`src/rtl/fwd_scoreboard.sv`:
```
// fwd_scoreboard: hazard and forwarding unit for the five-stage MIPS pipeline.
// A small scoreboard tracks {valid, waddr, tnew} for every in-flight
// instruction from E to W. Decode read ports are resolved against it to
// produce forwarded operands, per-port readiness and a single stall request.
// Optional feature: define FWD_PERF_CNT_EN to build the stall-cycle counter;
// otherwise perf_stall_cnt is tied to zero.
module fwd_scoreboard #(
  parameter int NUM_SRC = 2,
  parameter int DEPTH   = 3,
  parameter int DATA_W  = 32,
  parameter int ADDR_W  = 5,
  parameter int TNEW_W  = 2
) (
  input  logic                        clk,
  input  logic                        reset,
  input  logic                        D_wen,
  input  logic [ADDR_W-1:0]           D_waddr,
  input  logic [TNEW_W-1:0]           D_tnew,
  input  logic [NUM_SRC*ADDR_W-1:0]   D_raddr,
  input  logic [NUM_SRC*TNEW_W-1:0]   D_tuse,
  input  logic [NUM_SRC*DATA_W-1:0]   D_rfdata,
  input  logic [DEPTH*DATA_W-1:0]     stg_data,
  output logic [NUM_SRC*DATA_W-1:0]   fwd_data,
  output logic [NUM_SRC-1:0]          fwd_ready,
  output logic                        stall,
  output logic [31:0]                 perf_stall_cnt
);

  logic [DEPTH-1:0]  ent_valid;
  logic [ADDR_W-1:0] ent_waddr [DEPTH];
  logic [TNEW_W-1:0] ent_tnew  [DEPTH];
  logic [NUM_SRC-1:0] port_stall;

  // Tnew counts down as an entry ages and saturates at zero
  function automatic logic [TNEW_W-1:0] age_tnew(input logic [TNEW_W-1:0] t);
    return (t == '0) ? '0 : t - 1'b1;
  endfunction

  // Resolve every read port; scanning oldest to youngest lets the youngest match win
  always_comb begin
    fwd_data   = D_rfdata;
    fwd_ready  = '1;
    port_stall = '0;
    for (int i = 0; i < NUM_SRC; i++) begin
      for (int k = DEPTH - 1; k >= 0; k--) begin
        if (ent_valid[k] &&
            (D_raddr[i*ADDR_W +: ADDR_W] != '0) &&
            (ent_waddr[k] == D_raddr[i*ADDR_W +: ADDR_W])) begin
          fwd_data[i*DATA_W +: DATA_W] = stg_data[k*DATA_W +: DATA_W];
          fwd_ready[i]  = (ent_tnew[k] == '0);
          port_stall[i] = (ent_tnew[k] > D_tuse[i*TNEW_W +: TNEW_W]);
        end
      end
    end
  end

  assign stall = |port_stall;

  // Age the E..W pipeline every cycle and insert the D instruction or a bubble
  always_ff @(posedge clk) begin
    if (!reset) begin
      ent_valid <= '0;
      for (int k = 0; k < DEPTH; k++) begin
        ent_waddr[k] <= '0;
        ent_tnew[k]  <= '0;
      end
    end else begin
      for (int k = 1; k < DEPTH; k++) begin
        ent_valid[k] <= ent_valid[k-1];
        ent_waddr[k] <= ent_waddr[k-1];
        ent_tnew[k]  <= age_tnew(ent_tnew[k-1]);
      end
      ent_valid[0] <= !stall && D_wen && (D_waddr != '0);
      ent_waddr[0] <= D_waddr;
      ent_tnew[0]  <= D_tnew;
    end
  end

`ifdef FWD_PERF_CNT_EN
  // Count cycles spent stalling; wraps naturally at 2^32
  always_ff @(posedge clk) begin
    if (!reset) begin
      perf_stall_cnt <= '0;
    end else if (stall) begin
      perf_stall_cnt <= perf_stall_cnt + 32'd1;
    end
  end
`else
  assign perf_stall_cnt = '0;
`endif

endmodule

```
`config.mk`:
```
export PLATFORM = sky130hd
export DESIGN_NAME = fwd_scoreboard
export DESIGN_NICKNAME = d
export VERILOG_FILES = /design/src/rtl/fwd_scoreboard.sv
export SDC_FILE = /design/constraint.sdc
export NUM_CORES = 1
export LEC_CHECK = 0
export CORE_AREA = 2 2 110 112
export DETAILED_ROUTE_END_ITERATION = 7
export DIE_AREA = 0 0 112 114
export PLACE_DENSITY = 0.78
export SYNTH_ARGS = -nofsm -noshare
export SYNTH_HDL_FRONTEND = slang
export SYNTH_SLANG_ARGS = --single-unit
```
`constraint.sdc`:
```
create_clock -name clk -period 3.5 [get_ports clk]
set_input_delay 0.7 -clock clk [delete_from_list [all_inputs] [get_ports clk]]
set_output_delay 0.7 -clock clk [all_outputs]
set_load 0.05 [all_outputs]
```
## Word level (Yosys, flattened, before mapping)

Memories as Yosys holds them, arrays and structs flattened.
Cells that the tools add are included.

- Add/subtract/negate cells: 2
- Magnitude comparators: 6
- Eq/ne operators: 6
- Muxes and demuxes: 28
- Bitwise gates (word level): 6
- Reduce and logical (&&, ||, !) cells: 22

Operator list:

| cell | number |
|---|---|
| two-way mux 32 bit | 6 |
| equality test 5 bit | 6 |
| two-way mux 5 bit | 3 |
| nonzero test 5 bit | 3 |
| logical AND 1 bit | 14 |
| two-way mux 1 bit | 14 |
| greater-than comparator 2 bit | 6 |
| two-way mux 2 bit | 5 |
| zero test 2 bit | 3 |
| OR 1 bit | 6 |
| subtractor 2 x 1 -> 2 bit (second input constant) | 2 |
| OR reduction 2 bit | 1 |
| zero test 1 bit | 1 |

- Bits in registers: 3
- RAM bits: 21
- Input bits: 184
- Output and inout port bits: 99
- Logic and storage cells: 73
- Memories kept: 2

Memory list:

| name | words | bits a word | read ports | clocked after Yosys merged registers in | write ports | RTL line | source |
|---|---|---|---|---|---|---|---|
| ent_waddr | 3 | 5 | 3 | 0 | 3 | 30 | `logic [ADDR_W-1:0] ent_waddr [DEPTH];` |
| ent_tnew | 3 | 2 | 3 | 0 | 3 | 31 | `logic [TNEW_W-1:0] ent_tnew [DEPTH];` |

## Logic depth before layout (Yosys ltp)

- Depth after elaboration: 10
- Depth in mapped cells: 8
- Gate-level depth less buffers: 8

## Worst setup path after synthesis

OpenSTA, ideal clock, no wires.

- Kind: input to output
- Start: input port D_raddr[6]
- End: output port fwd_ready[1]
- Arrival: 3040 ps
- Data required time: 2800 ps
- Slack: -240 ps
- Cell stages on the path: 8
- Path buffers: 3
- Path through: or4_1 nor2_2 or4_1 buf_2 buf_4 buf_4 o22ai_1 o21ai_0

- Cells in the longest elaborated chain, start to end: 6

Ends and longest elaborated chain:

| item | RTL line | source |
|---|---|---|
| from (decl) | 19 | `input logic [NUM_SRC*ADDR_W-1:0] D_raddr,` |
| nonzero test 5 bit | 47 | `(D_raddr[i*ADDR_W +: ADDR_W] != '0) &&` |
| logical AND 1 bit | 46 | `if (ent_valid[k] &&` |
| logical AND 1 bit | 47 |  |
| two-way mux 1 bit (2 in a row) | 46 |  |
| two-way mux 1 bit * | 46 |  |
| to (decl) | 24 | `output logic [NUM_SRC-1:0] fwd_ready,` |

Every way passes the cells marked *; elsewhere a longest branch is shown, timed or not.

## Worst setup path after layout

- Start: input port D_raddr[7]
- End: output port fwd_data[49]

- Cells in the longest elaborated chain, start to end: 6

Ends and longest elaborated chain:

| item | RTL line | source |
|---|---|---|
| nonzero test 5 bit | 47 |  |
| logical AND 1 bit | 46 |  |
| logical AND 1 bit | 47 |  |
| two-way mux 32 bit (2 in a row) | 46 |  |
| two-way mux 32 bit * | 46 |  |
| to (decl) | 23 | `output logic [NUM_SRC*DATA_W-1:0] fwd_data,` |

Marks and branches as above.

==> results.toml <==
[logic_synthesis]
yosysWarnings = 0
async_reset_ff_share_pct = 0
yosysTopAreaCell = "mux2i_1"
synth_edf_count = 0
ys_seq_elements = 24
synthFlopType = "dfxtp_1"
synth.area.top_cells = "mux2i_1 17%, a211oi_1 13%, dfxtp_1 13%"
netlist_instances = 483
syn_avg_cell_area_um2 = 7.73
syn_area_um2 = 3730
yosys.cell_types.count = 35
synth_top_area_share_pct = 17.2
seq_area_frac_synth_pct = 12.9

[placement]
place_ws_ns = -0.502
port_buffers = 250
dp.cells = 866
place_congestion = 0.953
dp_hpwl_um = 12600
placed_area_um2 = 7090

[floorplanning]
start_util_pct = 31.9
die_w_um = 112
rows = 40
fp.dieH_um = 114
core_area_um2 = 11700
ios = 283
dieArea_um2 = 12800

[timing]
finalCritPeriodShare_pct = 100
max_freq_ghz = 0.286
hold_viol = 0
slew_headroom_pct = 58.5
skew_ns = 0.00439
fin_ws_ns = -0.00238
setup-violations-final = 1
finalCriticalPeriod_ns = 3.50
max_slew.worst_pin.slew_ns = 0.620
tns_ns = -0.00238
hold_ws_ns = 0.419
drv_slew = 0

[power]
p_switching_uw = 565
p_per_area_nw_per_um2 = 201
p_clk_share_pct = 18.3
p_int_uw = 935
p_seq_share_pct = 19.9
total_power_mw = 1.50
sw_frac_of_total_pct = 37.7
p_comb_share_pct = 61.8
leakage_nw = 3.17
irDropWorstVdd_uv = 308

[route]
drt-pass1-iter-count = 4
drtIter0Drc = 296
vias = 4545
viasPerCell = 5.18
wl_per_cell_um = 18.4
remaining_drc_errors = 0
drt-total-wl_um = 16100
antenna_left = 0

[worst_setup_path]
cp_max_fo = 13
r2r-start = "ent_waddr[0][7]"
setup.worst_path.class = "primary input to output port"
critPathLaunch = "D_raddr[7]"
path_cells = "clkdlybuf4s15_1 > or4_4 > nor2_4 > nor4_4 > buf_4 > buf_12 > mux2i_1 > a211oi_1 > a21o_1 > buf_12"
crit_arrival_ns = 2.80
startpoint_type = "primary input"
critPathRequiredTime_ns = 2.80
endpoint_kind = "output port"
slowest_stage = "or4_4"
rrSetupSlack_ns = 1.58
slowest_delay_ns = 0.53
crit_top_cell = "buf_12"

[grt]
grt_max_degree = 39
track_usage_pct = 23.4
grt_pass1_vias = 4738
grt-ovfl-total = 0
antenna_found_initial = 0
grt_pass1_wl_um = 24400

[final_layout]
drive_gt1_share_pct = 21.4
area_delta_synth_final_pct = 99.2
diodes = 0
finalInstanceArea_um2 = 7440
finalNonFillerCells = 877
post-route-util_pct = 63.5
fin_nets = 929
nFillCells = 963

[clock_network]
cts_buffers = 3
htree_levels = 1
root_buffer = "clkbuf_16"
clock_latency_ns = 0.26
tritoncts = "yes"
cts_hold_buf = 0
cts.path.max_buffers = 2
clock_sinks = 24
clkTransAtPathRegs_ns = 0.06

[outcome]
status = "finished with violations"
violations = "negative setup slack"

[job]
drv_cap = 0

[hold_path]
min_from = "ent_tnew[0][2]"
hold_path_class = "register to register"
-- cell families (layout without fill, tap and decap cells) --
| group | count (synthesis) | after routing | share of synthesized area [%] |
|---|---|---|---|
| multiplexers | 64 | 64 | 17.2 |
| other | 1 | 32 | 0.100 |
| AO/OA/AOI/OAI | 149 | 149 | 29.4 |
| flip-flops | 24 | 24 | 12.9 |
| AND/OR/NAND/NOR | 117 | 117 | 14.8 |
| XOR/XNOR | 30 | 30 | 7.04 |
| buffers and inverters | 84 | 300 | 14.0 |
| adder cells (fa/ha/maj) | 14 | 14 | 4.69 |
-- flip-flops by register name, indices dropped and copies added, names as in the netlist --
signal	cells
ent_waddr	15
ent_valid	3
ent_tnew	6
-- synthesized netlist by cell type, types with 3 or more instances --
cell type and number:
a211oi_1 65, a21o_1 64, a21oi_1 9, and2_1 19, buf_2 12, buf_4 37
buf_6 7, clkbuf_1 16, dfxtp_1 24, ha_1 14, inv_1 12, mux2i_1 64
nand2_1 6, nand4_1 6, nor2_1 69, o21ai_0 3, or4_1 4, xnor2_1 20
xor2_1 10
-- layer usage --
layer	vias up	GRT usage [%]	share of wire, %
met5	-	0	0
met4	0	6.67	2.8
met3	32	3.19	6.4
met2	215	44.1	52
met1	2129	27.8	38
li1	2169	-	-
-- power by group through the flow --
stage               Sequential [mW]  Clock, mW  Combinational [mW]
global route                  0.300      0.288               0.971
detailed placement            0.304          0               0.905
CTS                           0.298      0.276               0.914
global placement              0.304          0               0.893
finish                        0.298      0.275               0.926
floorplan                     0.300          0               0.437
-- worst paths after layout --
check,endpoint,depth (start not counted)
worst max-delay path,fwd_data[49],10
worst min-delay path,ent_tnew[0][4],1
worst max register to register,ent_valid[0],7
worst min register to register,ent_tnew[0][4],1
-- layout by cell type (no fill, tap or decap), drive strengths merged --
| cell type | netlist | routed |
|---|---|---|
| ha | 14 | 14 |
| o21ai | 4 | 4 |
| o2bb2ai | 1 | 1 |
| clkbuf | 16 | 7 |
| o311a | 1 | 1 |
| nand2 | 6 | 6 |
| a311oi | 1 | 1 |
| conb | 1 | 32 |
| o21a | 1 | 1 |
| xor2 | 10 | 10 |
| o211a | 1 | 1 |
| or4 | 4 | 4 |
| dfxtp | 24 | 24 |
| dlygate4sd2 | 0 | 3 |
| nand3 | 1 | 1 |
| a21o | 64 | 64 |
| xnor2 | 20 | 20 |
| a21oi | 9 | 9 |
| nand2b | 2 | 2 |
| and2 | 19 | 19 |
| nor3 | 1 | 1 |
| clkdlybuf4s15 | 0 | 4 |
| nor4 | 3 | 3 |
| nand4 | 6 | 6 |
| a211oi | 65 | 65 |
| nor2 | 71 | 71 |
| inv | 12 | 12 |
| clkdlybuf4s50 | 0 | 173 |
| mux2i | 64 | 64 |
| nor2b | 2 | 2 |
| o22ai | 2 | 2 |
| buf | 56 | 101 |
| or3 | 2 | 2 |
-- repair_timing --
action / 4_1_cts / 5_1_grt
resized for setup: 34 / 35
pin swaps: 9 / 23
setup endpoints to repair: 67 / 63
setup buffers: 5 / 2
-- area by class of cell --
class	count	area [µm²]	share of cell area [%]
Sequential cell	24	480	6.46
Clock buffer	4	88.8	1.19
Inverter	12	45.0	0.605
Tap cell	147	184	2.47
Multi-Input combinational cell	406	3100	41.6
Timing Repair Buffer	284	3550	47.7
-- worst max-delay path: cells and delay by family --
kind                   cells  cell delay, ns
AOI/OAI and AO/OA          2            0.46
buffers and inverters      4            0.71
muxes                      1            0.15
and+or+nand+nor            3            0.77
Note: power is estimated with default switching activity, not from simulation.
